## src/rtl/adder_arbiter.sv

```systemverilog
// Round-robin arbiter sharing one dual-mode adder (full-width or two half-width lanes)
// among N_REQ requesters, with a single registered, id-tagged result stage.
module adder_arbiter #(
    parameter  int WIDTH = 32,
    parameter  int N_REQ = 4,
    localparam int ID_W  = $clog2(N_REQ)
) (
    input  logic                   clk,
    input  logic                   rst_n,
    input  logic [N_REQ-1:0]       req_valid,
    output logic [N_REQ-1:0]       req_ready,
    input  logic [N_REQ*WIDTH-1:0] req_a,
    input  logic [N_REQ*WIDTH-1:0] req_b,
    input  logic [N_REQ-1:0]       req_bit_mode,
    output logic                   res_valid,
    input  logic                   res_ready,
    output logic [WIDTH-1:0]       res_data,
    output logic [ID_W-1:0]        res_id
);

    localparam int HALF = WIDTH / 2;

    // Handshake: a transfer happens on a rising edge where valid & ready are both 1.
    // Ready may depend on valid, never the reverse; a producer holds valid and data
    // until it sees ready, and the result holds stable while res_ready is low.

    logic [ID_W-1:0]  ptr;
    logic [ID_W-1:0]  ptr_next;
    logic [ID_W-1:0]  grant_id;
    logic             grant_valid;
    logic             accept_en;
    logic             transfer;
    logic [WIDTH-1:0] a_arr [N_REQ];
    logic [WIDTH-1:0] b_arr [N_REQ];
    logic [WIDTH-1:0] sum;

    function automatic logic [WIDTH-1:0] dual_sum(
        input logic [WIDTH-1:0] a,
        input logic [WIDTH-1:0] b,
        input logic             lanes
    );
        logic [WIDTH-1:0] s;
        if (lanes) begin
            // Separate adds so no carry leaks from the low lane into the high lane.
            s[HALF-1:0]     = a[HALF-1:0] + b[HALF-1:0];
            s[WIDTH-1:HALF] = a[WIDTH-1:HALF] + b[WIDTH-1:HALF];
        end else begin
            s = a + b;
        end
        return s;
    endfunction

    always_comb begin
        for (int i = 0; i < N_REQ; i++) begin
            a_arr[i] = req_a[i*WIDTH +: WIDTH];
            b_arr[i] = req_b[i*WIDTH +: WIDTH];
        end
    end

    // Scan from the farthest offset back to ptr so the nearest valid requester wins.
    always_comb begin
        int idx;
        idx         = 0;
        grant_valid = 1'b0;
        grant_id    = '0;
        for (int k = N_REQ - 1; k >= 0; k--) begin
            idx = int'(ptr) + k;
            if (idx >= N_REQ) begin
                idx = idx - N_REQ;
            end
            if (req_valid[ID_W'(idx)]) begin
                grant_valid = 1'b1;
                grant_id    = ID_W'(idx);
            end
        end
    end

    assign accept_en = ~res_valid | res_ready;
    assign transfer  = grant_valid & accept_en & rst_n;
    assign sum       = dual_sum(a_arr[grant_id], b_arr[grant_id], req_bit_mode[grant_id]);
    assign ptr_next  = (grant_id == ID_W'(N_REQ - 1)) ? '0 : grant_id + 1'b1;

    always_comb begin
        req_ready = '0;
        if (transfer) begin
            req_ready[grant_id] = 1'b1;
        end
    end

    always_ff @(posedge clk or negedge rst_n) begin
        if (!rst_n) begin
            res_valid <= 1'b0;
            res_data  <= '0;
            res_id    <= '0;
            ptr       <= '0;
        end else if (transfer) begin
            res_valid <= 1'b1;
            res_data  <= sum;
            res_id    <= grant_id;
            ptr       <= ptr_next;
        end else if (res_ready) begin
            res_valid <= 1'b0;
        end
    end

endmodule

```

## config.mk

```make
export PLATFORM = sky130hd
export DESIGN_NAME = adder_arbiter
export DESIGN_NICKNAME = d
export VERILOG_FILES = /design/src/rtl/adder_arbiter.sv
export SDC_FILE = /design/constraint.sdc
export NUM_CORES = 1
export LEC_CHECK = 0
export CELL_PAD_IN_SITES_DETAIL_PLACEMENT = 0
export CELL_PAD_IN_SITES_GLOBAL_PLACEMENT = 1
export CORE_ASPECT_RATIO = 1.25
export CORE_UTILIZATION = 22
export CTS_CLUSTER_SIZE = 30
export DETAILED_ROUTE_END_ITERATION = 10
export GPL_TIMING_DRIVEN = 1
export PLACE_DENSITY = 0.86
export SETUP_SLACK_MARGIN = 0.02
export SLEW_MARGIN = 20
export SYNTH_ARGS = -nofsm -noshare
export SYNTH_HDL_FRONTEND = slang
export SYNTH_SLANG_ARGS = --single-unit
```

## constraint.sdc

```tcl
create_clock -name clk -period 4.3 [get_ports clk]
set_input_delay 0.43 -clock clk [delete_from_list [all_inputs] [get_ports clk]]
set_output_delay 0.43 -clock clk [all_outputs]
set_load 0.03 [all_outputs]
```

==> results of run 1 <==
flip-flops by register name, summed over array words and instances, names as in the netlist:
name / cells
res_id: 2
ptr: 2
res_data: 32
res_valid: 1
critical path: cells and delay by family (launching register included):
family                     cells  cell delay (ns)
AOI/OAI and AO/OA             10             1.93
and+or+nand+nor                5             0.77
adders and majority gates      2             0.58
DFF                            1             0.41
buffers and inverters          2             0.27
xor gates and xnor gates       1             0.15
logic make-up (layout without fill, tap and decap cells):
logic type      count (synthesis)  in the layout  share of synthesized area
simple gates                  426            426                      0.366
xor+xnor                       32             32                     0.0557
buf+inv                        64            444                     0.0477
fa+ha+maj                      37             37                     0.0950
mux                             3              3                    0.00646
flops                          37             37                      0.184
compound gates                192            192                      0.245
final cells by class:
class / count / area [um^2] / share of cell area
multi-input combinational: 690 / 4010 / 0.420
tap: 283 / 354 / 0.0371
clock inverter: 2 / 37.5 / 0.00393
timing repair inverter: 1 / 6.26 / 0.000655
inverter: 11 / 51.3 / 0.00537
sequential: 37 / 926 / 0.0970
timing repair buffer: 424 / 4020 / 0.421
clock buffer: 6 / 139 / 0.0146
cell usage in the layout (no fill, tap or decap), types with 5 or more instances in the layout:
cell and count:
a21o_1 15, a21oi_1 26, a21oi_2 5, a31oi_1 60, a31oi_2 6, and2_1 6
and3_1 67, buf_4 105, buf_6 10, clkbuf_16 5, clkdlybuf4s50_1 300, dfrtp_1 37
ha_1 34, inv_1 8, nand2_1 312, nand3_1 6, nor2_1 14, o21ai_0 27
o21ai_1 13, o21bai_1 11, xnor2_1 19, xor2_1 13
routing by layer:
metal  routed length, um  vias to the layer above
met2               11900                      211
met4                 529                        0
met1                9270                     3132
met3                1060                       28
met5                   0                        -
li1                    -                     3495
power by group:
group	total (uW)	leakage (uW)	internal [uW]	switching [uW]
clock	441	0.0000831	290	152
combinational	6640	0.00379	3240	3400
sequential	627	0.000454	526	100
total	7710	0.00433	4050	3650
worst max-delay path by stage:
stage / from / endpoint / slack (ns) / cells after the start
2_1_floorplan: req_valid[2] / res_data[30] / -0.07 / 21
3_3_place_gp: req_valid[2] / res_data[26] / -0.74 / 19
3_5_place_dp: req_valid[2] / res_data[28] / -0.81 / 19
4_1_cts: ptr[1] / res_data[28] / 0.02 / 18
5_1_grt: ptr[0] / res_data[28] / -0.27 / 20
6_report: ptr[0] / res_data[24] / 0.04 / 20
per-stage QoR:
| step | hold slack [ns] | worst slack (ns) | cell area (um^2) |
|---|---|---|---|
| detailed placement | 0.473 | -0.808 | 9100 |
| floorplan | 0.134 | -0.0746 | 5100 |
| finish | 0.239 | 0.0363 | 9540 |
| global route | 0.317 | -0.275 | 9540 |
| global placement | 0.458 | -0.740 | 9100 |
| CTS | 0.277 | 0.0221 | 9480 |
what timing repair did:
action | 4_1_cts | 5_1_grt
gates cloned | 2 | 0
hold buffers | 0 | 0
gates resized for setup | 39 | 11
buffers inserted | 8 | 3
endpoints found under the setup margin | 16 | 13
pin swaps | 19 | 6
cells in the mapped netlist (13+ instances only):
library cell / count / area (um^2)
o21ai_0: 28 / 140
dfrtp_1: 37 / 926
ha_1: 35 / 438
a21oi_1: 32 / 160
and3_1: 67 / 419
a21o_1: 15 / 113
nand2_1: 312 / 1170
nor2_1: 16 / 60.1
xor2_1: 13 / 114
clkbuf_1: 46 / 173
o21ai_1: 13 / 65.1
a31oi_1: 66 / 413
xnor2_1: 19 / 166
==> results summary, run 1 <==
The level count of the clock H-tree is 2. In this run, synthesis produced a sequential element count of 37. The routed design has 22700 um of wire.

The number of max-capacitance violations reported is 0. The proportion of synthesized flip-flops having asynchronous set or reset came out at 1.00. The delay of the slowest cell on the worst path is approximately 0.44 ns. The layout filler cell count came out at 2277. TritonCTS built the clock tree. The number of vias per cell came out at 4.72. In this run the count of I/O pins placed on the die edge is slightly above 300.

The final cell count without fillers came out at around 1500. The number of hold-slack violations in the final timing report came out at 0. The maximum number of pins on one net before global-route repair came out at 66.

The setup slack of the worst register-to-register path came out at 0.04 ns. The CTS buffer count came out at 5. The register area share after synthesis came out at 0.184. The number of antenna violations at the first check in global routing came to 0. The final total power came out at 7710 uW. Setup violations remaining at the end of the flow were counted as 0. The reported leakage power came out at around 0.0043 uW. Counting stages on the worst path, the most repeated cell is a21o_1. The weighted congestion reported at the end of routability-driven placement is 0.899.

The met2 layer usage reported by global route came out at 0.351. The final setup skew is 0.00720 ns. After clock tree synthesis, the clock-pin slew on the worst setup and hold paths is approximately 0.060 ns. The number of nets with antenna violations after detailed routing is 0. Counting every net in the synthesized netlist gives 1095. For met1 alone, demand over resource in global routing was 0.219. The worst setup path is of the reg -> reg kind. The number of antenna cells inserted is 0.

The buffer cell driving the clock tree root is clkbuf_16. The max-slew violation count is 0. The core outline area came out at 22400 um^2.

The per-instance average area after synthesis came out at 6.36 um^2. The post-synthesis to final-layout area growth is 89.7%. At the end of the flow the core is filled with cells to 0.427. The largest driver fanout on the critical path is 7. The global-route track usage on met3 came out at 0.0228.

The iteration count of the initial detailed-routing pass came out at 5. The data required time at the worst endpoint came out at 4.45 ns. The critical register-to-register path startpoint is ptr[0]. The estimated wirelength of the detail-placed design came out at roughly 18000 um. The worst-path cell with the longest stage delay is or4_4. The worst register-to-register path has a depth of 20. The clock insertion delay at the later pin of the skew report is 0.28 ns. For the worst setup path, the data arrival time is 4.41 ns. The count of flip-flops with a built-in enable after synthesis is 0.

The total overflow left after global routing is 0. The share of the clock period used by the worst path is 0.992. Setup repair after global routing could not meet its margin everywhere. The starting density of the core came out at 0.225.

The initial DRC count came out at around 290. The minimum clock period after layout is 4.26 ns. The number of remaining DRC errors came out at 0. Walking the worst path, the cells encountered are nor2b_4 > a21o_1 > a211oi_4 > buf_6 > inv_8 > nand2_1 > and3_1 > a31oi_1 > ha_2 > fa_2 > a21o_1 > a221o_1 > a41oi_2 > nor3_2 > or4_4 > a221oi_4 > o21bai_1 > a21oi_1 > xnor2_1 > o21ai_1.

The area of the die is 23500 um^2. The total placed cells including tap cells is approximately 1400. The worst relative slew slack came out at 0.421. The y dimension of the die came out at ~170 um. The endpoint identified for the worst register-to-register timing path is res_data[24]. The maximum clock frequency is 0.235 GHz. The kind of path behind the tightest hold check is in -> async. Port buffering added 305 buffers. The count of distinct cell types in the synthesized netlist is 52. The post-synthesis instance total is 791.

After global routing, the most crowded layer is met2. The total routing resource utilization after global routing is 0.187. The floorplan row count came out at 61. The vias after detailed routing is 6866. The worst-case clock buffer depth came out at 2. STA classifies the critical path startpoint as a register.

The synthesized area came out at between 5000 and 6000 um^2. At the pin with the least slew margin, the transition time is 0.846 ns. The ratio of cells with drive above 1 in the final layout is 0.143. The worst ir drop on vdd came out at 0.323 mV. The cell area power density came out at between 800 and 900 nW/um^2. The final net count came out at 1474.

The total clock sinks came out at 37. The run finished with clean final reports. Yosys printed 0 warnings.

The post-detailed-route wirelength per cell came out at 15.6 um. The wire length of the first global-routing pass came out at 34200 um. After routing, the total negative slack on setup checks comes to 0 ns. The type of element capturing the critical path is a register.

The horizontal die dimension came out at 137 um. The number of global-route vias before repair is 6722. The most common flop cell mapped by yosys is dfrtp_1.
Note: power is estimated with default switching activity, not from simulation.
==> inputs of run 2 (changes only) <==
CTS_CLUSTER_SIZE = 25   (was 30)
==> results of run 2 <==
Final layout, timing and power as in run 1 (identical DEF).
